--- config.mk ---
export PLATFORM = sky130hd
export DESIGN_NAME = serial_add_seq_flat
export DESIGN_NICKNAME = d
export VERILOG_FILES = /design/src/rtl/serial_add_seq_pkg.sv /design/src/rtl/serial_add_seq_if.sv /design/src/rtl/serial_add_seq_addbit.sv /design/src/rtl/serial_add_seq.sv /design/src/flat_wrapper.sv
export SDC_FILE = /design/constraint.sdc
export NUM_CORES = 1
export LEC_CHECK = 0
export CAP_MARGIN = 20
export CORE_MARGIN = 2
export CORE_UTILIZATION = 45
export CTS_CLUSTER_SIZE = 40
export DETAILED_ROUTE_END_ITERATION = 16
export PLACE_DENSITY = 0.73
export SYNTH_ARGS = -nofsm -noshare
export SYNTH_HDL_FRONTEND = slang
export SYNTH_SLANG_ARGS = --single-unit
--- constraint.sdc ---
create_clock -name clk -period 1.7 [get_ports clk]
set_input_delay 0.51 -clock clk [delete_from_list [all_inputs] [get_ports clk]]
set_output_delay 0.51 -clock clk [all_outputs]
set_load 0.02 [all_outputs]
--- src/rtl/serial_add_seq_pkg.sv ---
// Shared types for the bit-serial adder sequencer: FSM state encoding and the
// widest operand the sequencer is built for.
package serial_add_pkg;

    localparam int MAX_WIDTH = 64;

    typedef enum logic [1:0] {
        IDLE  = 2'd0,
        SHIFT = 2'd1,
        DONE  = 2'd2
    } state_t;

endpackage

--- src/rtl/serial_add_seq_if.sv ---
// Operand request / result handshake bundle for serial_add_seq.
// The master drives requests and accepts results; the slave is the sequencer.
interface serial_add_seq_if #(
    parameter int WIDTH = 8
);
    logic             in_valid;
    logic             in_ready;
    logic [WIDTH-1:0] in_a;
    logic [WIDTH-1:0] in_b;
    logic             in_ci;
    logic             out_valid;
    logic             out_ready;
    logic [WIDTH-1:0] out_sum;
    logic             out_co;
    logic             busy;

    modport master (
        output in_valid, in_a, in_b, in_ci, out_ready,
        input  in_ready, out_valid, out_sum, out_co, busy
    );

    modport slave (
        input  in_valid, in_a, in_b, in_ci, out_ready,
        output in_ready, out_valid, out_sum, out_co, busy
    );

endinterface

--- src/rtl/serial_add_seq_addbit.sv ---
// Gate-level 1-bit full adder cell; purely combinational, sampled by the
// sequencer only at the clock edge.
module addbit (
    input  logic a,
    input  logic b,
    input  logic ci,
    output logic sum,
    output logic co
);

    logic halfSum;

    assign halfSum = a ^ b;
    assign sum     = halfSum ^ ci;
    assign co      = (a & b) | (halfSum & ci);

endmodule

--- src/rtl/serial_add_seq.sv ---
// Bit-serial WIDTH-bit adder: shifts operands LSB-first through one addbit cell,
// keeps the carry in a register between bits and reassembles the sum MSB-in.
module serial_add_seq
    import serial_add_pkg::*;
#(
    parameter int WIDTH = 8
) (
    input  logic              clk,
    input  logic              rst,
    serial_add_seq_if.slave   bus
);

    localparam int CNT_W = $clog2(WIDTH) + 1;

    state_t             state_q, state_d;
    logic [WIDTH-1:0]   a_q, a_d;
    logic [WIDTH-1:0]   b_q, b_d;
    logic [WIDTH-1:0]   sum_q, sum_d;
    logic               carry_q, carry_d;
    logic [CNT_W-1:0]   cnt_q, cnt_d;
    logic               cell_sum;
    logic               cell_co;
    logic               last_bit;

    addbit u_fa (
        .a   (a_q[0]),
        .b   (b_q[0]),
        .ci  (carry_q),
        .sum (cell_sum),
        .co  (cell_co)
    );

    assign last_bit = (cnt_q == CNT_W'(WIDTH - 1));

    always_ff @(posedge clk) begin
        if (rst) begin
            state_q <= IDLE;
        end else begin
            state_q <= state_d;
        end
    end

    always_comb begin
        state_d = state_q;
        unique case (state_q)
            IDLE:    if (bus.in_valid) state_d = SHIFT;
            SHIFT:   if (last_bit)     state_d = DONE;
            DONE:    if (bus.out_ready) state_d = IDLE;
            default: state_d = IDLE;
        endcase
    end

    // The sum enters at the MSB so that after WIDTH shifts bit 0 sits at the LSB;
    // written as shift/or so it also holds for WIDTH == 1.
    always_comb begin
        a_d     = a_q;
        b_d     = b_q;
        sum_d   = sum_q;
        carry_d = carry_q;
        cnt_d   = cnt_q;
        if (state_q == IDLE && bus.in_valid) begin
            a_d     = bus.in_a;
            b_d     = bus.in_b;
            sum_d   = '0;
            carry_d = bus.in_ci;
            cnt_d   = '0;
        end else if (state_q == SHIFT) begin
            a_d     = a_q >> 1;
            b_d     = b_q >> 1;
            sum_d   = (sum_q >> 1) | (WIDTH'(cell_sum) << (WIDTH - 1));
            carry_d = cell_co;
            cnt_d   = cnt_q + CNT_W'(1);
        end
    end

    always_ff @(posedge clk) begin
        if (rst) begin
            a_q     <= '0;
            b_q     <= '0;
            sum_q   <= '0;
            carry_q <= 1'b0;
            cnt_q   <= '0;
        end else begin
            a_q     <= a_d;
            b_q     <= b_d;
            sum_q   <= sum_d;
            carry_q <= carry_d;
            cnt_q   <= cnt_d;
        end
    end

    // The result registers are the shift registers themselves, so they keep
    // their last values in IDLE until the next request is accepted.
    always_comb begin
        bus.in_ready  = (state_q == IDLE);
        bus.out_valid = (state_q == DONE);
        bus.busy      = (state_q != IDLE);
        bus.out_sum   = sum_q;
        bus.out_co    = carry_q;
    end

endmodule

--- src/flat_wrapper.sv ---
// flat-port wrapper written by rule: the top's interface ports become plain ports
module serial_add_seq_flat import serial_add_pkg::*;
#(
    parameter int WIDTH = 8
)
  (clk, rst, bus_in_valid, bus_in_a, bus_in_b, bus_in_ci, bus_out_ready, bus_in_ready, bus_out_valid, bus_out_sum, bus_out_co, bus_busy);
  serial_add_seq_if #(.WIDTH(WIDTH)) bus_i ();
  input  logic clk;
  input  logic rst;
  input wire logic [$bits(bus_i.in_valid)-1:0] bus_in_valid;
  input wire logic [$bits(bus_i.in_a)-1:0] bus_in_a;
  input wire logic [$bits(bus_i.in_b)-1:0] bus_in_b;
  input wire logic [$bits(bus_i.in_ci)-1:0] bus_in_ci;
  input wire logic [$bits(bus_i.out_ready)-1:0] bus_out_ready;
  output wire logic [$bits(bus_i.in_ready)-1:0] bus_in_ready;
  output wire logic [$bits(bus_i.out_valid)-1:0] bus_out_valid;
  output wire logic [$bits(bus_i.out_sum)-1:0] bus_out_sum;
  output wire logic [$bits(bus_i.out_co)-1:0] bus_out_co;
  output wire logic [$bits(bus_i.busy)-1:0] bus_busy;
  assign bus_i.in_valid = bus_in_valid;
  assign bus_i.in_a = bus_in_a;
  assign bus_i.in_b = bus_in_b;
  assign bus_i.in_ci = bus_in_ci;
  assign bus_i.out_ready = bus_out_ready;
  assign bus_in_ready = bus_i.in_ready;
  assign bus_out_valid = bus_i.out_valid;
  assign bus_out_sum = bus_i.out_sum;
  assign bus_out_co = bus_i.out_co;
  assign bus_busy = bus_i.busy;
  serial_add_seq #(.WIDTH(WIDTH)) u_core (.clk(clk), .rst(rst), .bus(bus_i));
endmodule
==> results of run 1 <==
==> layer usage <==
layer  share of wire  up-vias  global-route usage
li1                -      620                   -
met1            0.44      600               0.235
met2            0.49       33               0.334
met4           0.020        0              0.0745
met5               0        -                   0
met3           0.053        7              0.0832
==> repair_timing <==
item,4_1_cts,5_1_grt
resized for setup,22,2
setup buffers,1,0
gates cloned,0,0
setup endpoints to repair,12,2
==> per-stage QoR <==
stage / util / hold slack, ns / worst slack, ns / power [uW] / setup TNS [ns]
after floorplan: - / 0.454 / 0.0242 / 980 / 0
after global placement: 0.605 / 0.455 / -0.0456 / 1080 / -0.334
after detailed placement: 0.605 / 0.463 / -0.0936 / 1090 / -1.21
after CTS: 0.633 / 0.475 / 0.00357 / 1690 / 0
after global routing: 0.629 / 0.492 / 0.0319 / 1760 / 0
final: 0.629 / 0.473 / 0.0939 / 1680 / 0
==> sequential cells by signal, summed over array words and instances (netlist names) <==
name,count
u_core.a_q,8
u_core.b_q,8
u_core.bus.out_sum,8
u_core.cnt_q,4
u_core.state_q,2
u_core.bus.out_co,1
==> synth_stat cells <==
library cell	n
o22ai_1	8
nor2_1	18
o21ai_0	1
clkinv_1	1
a21oi_2	8
nand2b_1	4
ha_1	1
dfxtp_1	31
or2_1	1
fa_1	1
a211oi_2	9
a22oi_1	2
nor3b_2	1
buf_4	2
buf_2	8
inv_1	1
nor2b_1	2
o21bai_1	1
nand3b_1	1
o2bb2ai_1	7
a211oi_1	6
nand2_1	20
nor2_2	9
a21oi_1	3
buf_8	1
xor2_1	1
o21ba_1	1
buf_6	1
nand4b_1	1
xnor2_1	1
inv_2	1
nand3_1	1
or3_1	1
==> kinds of logic after synthesis <==
logic type | Yosys count
xor gates and xnor gates | 2
adders and majority gates | 2
AOI/OAI and AO/OA | 46
and+or+nand+nor | 59
DFF | 31
buffers and inverters | 15
==> worst max path at each step <==
stage	startpoint	endpoint	cells past startpoint
after floorplan	u_core.state_q[1]	bus_in_ready	4
after global routing	u_core.state_q[1]	bus_in_ready	4
after CTS	u_core.state_q[1]	bus_busy	3
after detailed placement	u_core.state_q[1]	bus_busy	3
final	u_core.bus.out_co	bus_out_co	1
after global placement	u_core.state_q[1]	bus_busy	3
==> power by group through the flow <==
stage / sequential [uW] / clock (uW) / combinational (uW)
after floorplan: 814 / 0 / 166
after global placement: 812 / 0 / 269
after detailed placement: 814 / 0 / 278
after CTS: 796 / 624 / 273
after global routing: 803 / 659 / 296
final: 797 / 613 / 270
==> final cells by class <==
| cell class | instances | area [um^2] |
|---|---|---|
| Fill cell | 294 | 1130 |
| Multi-Input combinational cell | 109 | 724 |
| Sequential cell | 31 | 626 |
| Timing Repair Buffer | 45 | 417 |
| Tap cell | 44 | 55.1 |
| Clock buffer | 6 | 51.3 |
| Clock inverter | 2 | 35.0 |
| Inverter | 3 | 11.3 |
==> metrics.yaml, run 1 <==
run_status:
  outcome: "finished, final reports clean"
setup_path:
  crit_path_end_kind: "output port"
  rr_worst_depth: 5
  required_ns: 1.19
  r2r-start: "u_core.state_q[1]"
  path_max_fanout: 3
  critPathMaxStageDelay_ns: 0.41
  cpMaxStageDelayCell: "dfxtp_1"
  start_kind: "flip-flop"
  path_cells: "dlygate4sd2_1"
  critical-path-top-delay-family: "flip-flops"
  crit_buf_inv: 1
  r2r_setup_slack_ns: 0.35
  crit_arrival_ns: 1.10
  r2r-end: "u_core.cnt_q[3]"
  crit_type: "reg2out"
floorplanning:
  die_y_um: 60.5
  initial_core_util: 0.471
  die_w_um: 60.5
  core_area_um2: 3050
  row_count: 20
  num_io_pins: 33
  dieArea_um2: 3660
synth:
  syn_nets: 178
  ys_top_cells_by_area: "dfxtp_1 43%, a211oi_2 7.8%, nand2_1 5.2%"
  syn-instance-count: 155
  ys_ff_latch: 31
  syn_area_um2: 1440
  yosysTopAreaCell: "dfxtp_1"
  synth_xor_area_frac: 0.0122
  yosysTopAreaCellShare: 0.432
  synth_top_family_by_area: "compound AO/OA/AOI/OAI gates"
  syn_avg_cell_area_um2: 9.28
  ys_seq_area_frac: 0.432
  yosysWarnings: 0
  synthAdderAreaFrac: 0.0226
  synth_compound_area_frac: 0.272
  netlist-cell-type-count: 33
  synthMuxAreaShare: 0
  synthSimpleGateAreaFrac: 0.197
cells_and_area:
  fin_area_um2: 1920
  nets: 218
  antenna_cells: 0
  final_cell_mix: "29 x dfxtp_1, 20 x nand2_1, 20 x clkdlybuf4s50_1"
  drive_gt1_frac: 0.276
  final_common_cell: "dfxtp_1"
  final_cells: 240
  synthToLayoutAreaGrowth_pct: 33.5
route:
  drc_errors: 0
  drt_iter0_markers: 53
  drt_wl_total_mm: 3.13
  num_vias: 1260
  antenna_left: 0
  viasPerCell: 5.25
  drt-pass1-iter-count: 4
  wl_per_cell_um: 13.1
timing:
  fin_crit_ns: 1.61
  skew_ns: 0.00628
  rsz0062_at_grt: "false"
  max_clock_freq_mhz: 623
  slew_headroom: 0.776
  worstMarginPinSlew_ns: 0.337
  setup_viol: 0
  slew_violations: 0
  post-route-period-util: 0.945
  hold_viol: 0
clocking:
  clock_path_buffers: 2
  postCtsHoldBufs: 0
  cts_made_buffers: 5
  insertion_delay_ns: 0.34
  cts_sinks: 31
  root_buffer: "clkbuf_4"
  htree_levels: 2
  path_clk_slew_ns: 0.10
  cts_tree: "built"
worst_hold_path:
  hold_end: "u_core.bus.out_sum[0]"
  min_from: "u_core.bus.out_sum[0]"
  whs_path_depth: 2
  hp-class: "reg2reg"
global_route:
  track_usage: 0.201
  grt.overflow.total: 0
  grt_max_degree: 20
  grt_pass1_vias: 1185
  grt_first_pass_wirelength_mm: 5.34
  antenna_found_initial: 0
run:
  maxCapViolCount: 0
pwr:
  intPower_uw: 1250
  power_leakage_uw: 0.000746
  power_switching_uw: 426
  swShare: 0.254
  p_seq_frac: 0.474
  clock_power_share: 0.365
  power_frac_comb: 0.161
  ir_drop_mv: 0.471
  power.density_nw_per_um2: 875
placement:
  placed_cell_area_um2: 1850
  port_buffers: 32
  gp_congestion: 0.791
  dp_cells: 231
  dp_hpwl_mm: 2.28
(Power assumes the default switching activity.)
==> run 2: changes to the inputs <==
--- a/config.mk
+++ b/config.mk
@@ -5,12 +5,12 @@
 export SDC_FILE = /design/constraint.sdc
 export NUM_CORES = 1
 export LEC_CHECK = 0
-export CAP_MARGIN = 20
+export CAP_MARGIN = 0
 export CORE_MARGIN = 2
-export CORE_UTILIZATION = 45
+export CORE_UTILIZATION = 40
 export CTS_CLUSTER_SIZE = 40
 export DETAILED_ROUTE_END_ITERATION = 16
-export PLACE_DENSITY = 0.73
+export PLACE_DENSITY = 0.66
 export SYNTH_ARGS = -nofsm -noshare
 export SYNTH_HDL_FRONTEND = slang
 export SYNTH_SLANG_ARGS = --single-unit
==> metrics.yaml, run 2 (same netlist as run 1, synthesis figures left out) <==
clocking:
  postCtsHoldBufs: 0
  root_buffer: "clkbuf_4"
  cts_made_buffers: 5
  clock_path_buffers: 2
  cts_tree: "built"
  cts_sinks: 31
  path_clk_slew_ns: 0.09
  htree_levels: 2
  post_cts_buffers: 0
  insertion_delay_ns: 0.33
route:
  drt_iter0_markers: 47
  antenna_left: 0
  drc_errors: 0
  viasPerCell: 4.98
  num_vias: 1210
  wl_per_cell_um: 12.6
  drt-pass1-iter-count: 4
  drt_wl_total_mm: 3.07
timing:
  fin_ws_ns: 0.0714
  post-route-period-util: 0.958
  slew_violations: 0
  worstMarginPinSlew_ns: 0.292
  skew_ns: 0.00649
  setup_viol: 0
  rsz0062_at_grt: "false"
  slew_headroom: 0.805
  hold_viol: 0
  max_clock_freq_mhz: 614
  fin_crit_ns: 1.63
  whs_ns: 0.476
floorplanning:
  num_io_pins: 33
  die_y_um: 64.0
  row_count: 21
  die_w_um: 64.0
  initial_core_util: 0.424
  core_area_um2: 3390
  dieArea_um2: 4090
setup_path:
  start_kind: "flip-flop"
  critPathMaxStageDelay_ns: 0.37
  path_max_fanout: 4
  rr_worst_depth: 4
  r2r-end: "u_core.b_q[5]"
  crit_type: "reg2out"
  crit_path_end_kind: "output port"
  r2r-start: "u_core.state_q[0]"
  crit_arrival_ns: 1.12
  critical-path-top-delay-family: "flip-flops"
  r2r_setup_slack_ns: 0.38
  required_ns: 1.19
  cpMaxStageDelayCell: "dfxtp_2"
  crit_buf_inv: 1
  path_cells: "nor2b_2, clkdlybuf4s15_2"
global_route:
  grt_pass1_vias: 1201
  antenna_found_initial: 0
  grt_first_pass_wirelength_mm: 5.22
  track_usage: 0.165
  grt.overflow.total: 0
  grt_max_degree: 20
pwr:
  intPower_uw: 1250
  swShare: 0.247
  clock_power_share: 0.360
  power_leakage_uw: 0.000743
  power.density_nw_per_um2: 863
  power_frac_comb: 0.160
  p_seq_frac: 0.480
  p_total_uw: 1660
  power_switching_uw: 410
  ir_drop_mv: 0.475
placement:
  place_ws_ns: -0.0783
  dp_hpwl_mm: 2.27
  port_buffers: 32
  gp_congestion: 0.788
cells_and_area:
  synthToLayoutAreaGrowth_pct: 33.9
  final_common_cell: "dfxtp_1"
  antenna_cells: 0
  drive_gt1_frac: 0.289
  fin_util: 0.568
  nets: 219
  final_cell_mix: "29 x dfxtp_1, 20 x clkdlybuf4s50_1, 19 x nand2_1"
run:
  maxCapViolCount: 0
worst_hold_path:
  whs_path_depth: 2
  hold_end: "u_core.bus.out_sum[0]"
  hp-class: "reg2reg"
  min_from: "u_core.bus.out_sum[0]"
run_status:
  outcome: "finished, final reports clean"
-- run 2: metrics by stage --
| step | setup TNS (ns) | instances | cell area [um^2] |
|---|---|---|---|
| 4_1_cts | 0 | 243 | 1940 |
| 3_5_place_dp | -0.535 | 235 | 1850 |
| 3_3_place_gp | -0.0233 | 235 | 1850 |
| 2_1_floorplan | 0 | 155 | 1440 |
| 6_report | 0 | 243 | 1930 |
| 5_1_grt | 0 | 243 | 1930 |
-- run 2: area by class of cell --
class	instances	area [um^2]
clock buffers	6	51.3
flip-flops and latches	31	623
repair buffers	46	418
multi-input cells	109	729
well taps	46	57.6
fillers	317	1460
clock inverters	2	35.0
inverters	3	11.3
-- run 2: worst max path at each step --
stage	from	end	slack, ns	depth (start not counted)
5_1_grt	u_core.state_q[1]	bus_out_valid	0.02	2
4_1_cts	u_core.state_q[1]	bus_in_ready	0.01	4
6_report	u_core.state_q[1]	bus_out_valid	0.07	2
3_5_place_dp	bus_in_valid	u_core.b_q[5]	-0.08	5
2_1_floorplan	u_core.state_q[1]	bus_in_ready	0.02	4
3_3_place_gp	bus_in_valid	u_core.bus.out_sum[7]	-0.01	5
-- run 2: repair_timing --
action / 4_1_cts / 5_1_grt
setup endpoints to repair: 12 / 3
gates resized for setup: 21 / 3
gates cloned: 0 / 0
-- run 2: power groups by stage --
stage / Sequential [uW] / Combinational [uW] / Clock, uW
4_1_cts: 797 / 272 / 618
3_3_place_gp: 811 / 268 / 0
2_1_floorplan: 814 / 166 / 0
5_1_grt: 803 / 293 / 649
6_report: 797 / 266 / 599
3_5_place_dp: 814 / 273 / 0
-- run 2: layer usage --
metal	wire length, um	vias up	global-route usage	share of wire
li1	-	619	-	-
met2	1470	32	0.285	0.48
met1	1350	552	0.181	0.44
met4	78	0	0.0951	0.025
met3	171	7	0.0440	0.056
met5	0	-	0	0
-- run 2: worst register-to-register path, stage by stage, from the launching register on --
cell and delay, ns:
dfxtp_2 0.38, buf_4 0.18, nand2b_1 0.29, o22ai_1 0.11, a211oi_1 0.26
==> RTL edit (flow settings as in run 2) <==
`WIDTH` is set to 8 in 3 places; all go to 16.
--- a/src/rtl/serial_add_seq_if.sv
+++ b/src/rtl/serial_add_seq_if.sv
@@ -1,7 +1,7 @@
 // Operand request / result handshake bundle for serial_add_seq.
 // The master drives requests and accepts results; the slave is the sequencer.
 interface serial_add_seq_if #(
-    parameter int WIDTH = 8
+    parameter int WIDTH = 16
 );
     logic             in_valid;
     logic             in_ready;
--- a/src/rtl/serial_add_seq.sv
+++ b/src/rtl/serial_add_seq.sv
@@ -3,7 +3,7 @@
 module serial_add_seq
     import serial_add_pkg::*;
 #(
-    parameter int WIDTH = 8
+    parameter int WIDTH = 16
 ) (
     input  logic              clk,
     input  logic              rst,
--- a/src/flat_wrapper.sv
+++ b/src/flat_wrapper.sv
@@ -1,7 +1,7 @@
 // flat-port wrapper written by rule: the top's interface ports become plain ports
 module serial_add_seq_flat import serial_add_pkg::*;
 #(
-    parameter int WIDTH = 8
+    parameter int WIDTH = 16
 )
   (clk, rst, bus_in_valid, bus_in_a, bus_in_b, bus_in_ci, bus_out_ready, bus_in_ready, bus_out_valid, bus_out_sum, bus_out_co, bus_busy);
   serial_add_seq_if #(.WIDTH(WIDTH)) bus_i ();
Interface: changed (resized bus_in_a, bus_in_b and bus_out_sum); port bits go from 33 to 57. No check against the original RTL was run, so the function may have changed too.
==> RTL edit against run 2 <==
  * Worst setup slack gained 0.0013 ns
  * Area after synthesis rose by 65%
  * Wire length is 80% higher
  * Count of clock-buffer cells in the layout unchanged
  * Die area increased by 60%
  * Maximum frequency about the same
  * Clock skew up 0.0025 ns
  * Power is 61% higher
  * Combinational power grew 85%
  * Sequential cell count is 25 higher
  * Final area is 66% higher
  * First-iteration DRC count increased by 150%
  * Via count increased by 81%
==> RTL edit: results (changes against run 2) <==
stage,metric,value,unit,change
cells_and_area,layout cells sized above 1,10.7,%,-18 points
placement,gp weighted congestion,0.759,,-3.6%
global_routing,first-pass GRT wire length,8930,um,+71%
detailed_routing,vias per cell,5.11,,+2.6%
critical_path,r2r endpoint,u_core.b_q[12],,
clock_network,maximum clock path buffer count,2,,unchanged
cells_and_area,Post-Layout Cell Count,430,,+77%
global_routing,pin count of the biggest net entering global routing,31,,+55%
cells_and_area,Layout fillers,602,,+90%
cells_and_area,ant diodes,0,,unchanged
logic_synthesis,Yosys warning total,0,,unchanged
logic_synthesis,Post-synth top cells,"nand2_1, dfxtp_1, a21oi_1, nor2_1, a211oi_1",,
detailed_routing,final wirelength,5510,um,+80%
critical_path,delay of the slowest critical-path stage,0.35,ns,-0.02 ns
logic_synthesis,syn nets,338,,+90%
logic_synthesis,register area share after synthesis,47.3,%,+4.1 points
detailed_routing,top sig layer,met4,,
min_path,Hold Crit Class,flip-flop to flip-flop,,
logic_synthesis,synth top area cells,"dfxtp_1, a21oi_1, nand2_1",,
logic_synthesis,asr flop ratio synth,0,%,unchanged
logic_synthesis,Main synth FF type,dfxtp_1,,
min_path,hold depth,2,,unchanged
logic_synthesis,Cells after Synth,298,,+92%
sta,normalized max-slew margin,84.7,%,+4.1 points
run_status,status,finished clean,,
clock_network,CTS root buf,clkbuf_8,,
clock_network,clock-pin slew of the registers on the worst-case setup and hold paths,0.09,ns,about the same
detailed_routing,met3 wire len,232,um,+36%
global_routing,vias in the first global route,2035,,+69%
clock_network,clk_lat worst skew,0.31,ns,-0.02 ns
critical_path,top fanout value on the critical path,4,,unchanged
pwr,leak pwr,0.00126,uW,+70%
clock_network,total CTS buffers,5,,unchanged
placement,PortBufs,56,,+75%
global_routing,GRT Resource Usage Total,17.1,%,+0.61 points
detailed_routing,Pre-antenna DRT Iters,4,,unchanged
critical_path,crit path DAT,1.12,ns,about the same
detailed_routing,metal1 wirelength,2600,um,+93%
cells_and_area,Final #Nets,394,,+80%
sta,Final Hold Vio Count,0,,unchanged
global_routing,initial antenna violation count,0,,unchanged
critical_path,Crit-path slowest cell,dfxtp_1,,
placement,DP Worst Slack,-0.223,ns,-0.145 ns
logic_synthesis,Synth cell types,30,,-9.1%
pwr,Max VDD drop,540,uV,+14%
sta,skew final,0.00896,ns,+0.00247 ns
placement,post-detail-place hpwl,3450,um,+52%
sta,Final WS setup,0.0727,ns,+0.00129 ns
placement,Post-Place Cells,418,,+78%
die,die width,81.0,um,+27%
sta,max-slew violations,0,,unchanged
detailed_routing,starting DRC count in detailed routing,116,,+150%
critical_path,Worst Reg-to-Reg Cells,5,,+1
detailed_routing,DR WL met2,2630,um,+79%
critical_path,Setup crit end,bus_in_ready,,
critical_path,Reg2Reg Setup Slack,0.22,ns,-0.16 ns
critical_path,CP startpoint,u_core.state_q[0],,
-- RTL edit: routing by layer --
layer / global-route usage, % / vias to the layer above
met2: 30.1 / 42
li1: - / 1115
met3: 3.89 / 6
met5: 0 / -
met1: 21.1 / 1033
met4: 4.58 / 0
-- RTL edit: critical path, delay by kind of cell, from the launching register on --
| kind | cells | cell delay [ns] |
|---|---|---|
| buffers and inverters | 1 | 0.31 |
| AND/OR/NAND/NOR | 1 | 0.15 |
| flip-flops | 1 | 0.35 |
-- RTL edit: final cells by class --
cell class	instances	area, um2	share of cell area [%]
Clock buffer	6	82.6	2.58
Clock inverter	2	10.0	0.312
Inverter	6	22.5	0.703
Multi-Input combinational cell	210	1090	34.1
Sequential cell	56	1120	35.0
Tap cell	75	93.8	2.93
Timing Repair Buffer	75	779	24.3
-- RTL edit: worst min path at each step --
stage / startpoint / slack, ns / to
finish: u_core.bus.out_sum[0] / 0.46 / u_core.bus.out_sum[0]
global route: u_core.bus.out_sum[13] / 0.49 / u_core.bus.out_sum[12]
CTS: u_core.b_q[9] / 0.46 / u_core.b_q[8]
detailed placement: u_core.b_q[9] / 0.45 / u_core.b_q[8]
global placement: u_core.bus.out_sum[0] / 0.44 / u_core.bus.out_sum[0]
floorplan: u_core.a_q[14] / 0.44 / u_core.a_q[13]
-- RTL edit: power by group --
part           switching, uW  internal (uW)
Clock                    417            326
Combinational            243            249
Sequential              46.5           1390
-- RTL edit: logic make-up after synthesis --
group                    Yosys count  share of synthesized area (%)
AO/OA/AOI/OAI                     89                           22.8
XOR/XNOR                           2                          0.739
adder cells (fa/ha/maj)            3                           1.90
buffers and inverters             32                           7.12
flip-flops                        56                           47.3
AND/OR/NAND/NOR                  116                           20.1
-- RTL edit: per-stage QoR --
step	cell area, um2	TNS, ns	total power (uW)
after floorplan	2370	0	1730
after global placement	3060	-8.79	1920
after detailed placement	3060	-8.95	1930
after CTS	3140	0	2660
after global routing	3200	0	2810
final	3200	0	2670
-- RTL edit: repair_timing --
item / in CTS / in global routing
endpoints found under the setup margin: 20 / 7
resized for setup: 23 / 7
buffers inserted: 0 / 1
pin swaps: 0 / 15
gates cloned: 0 / 3
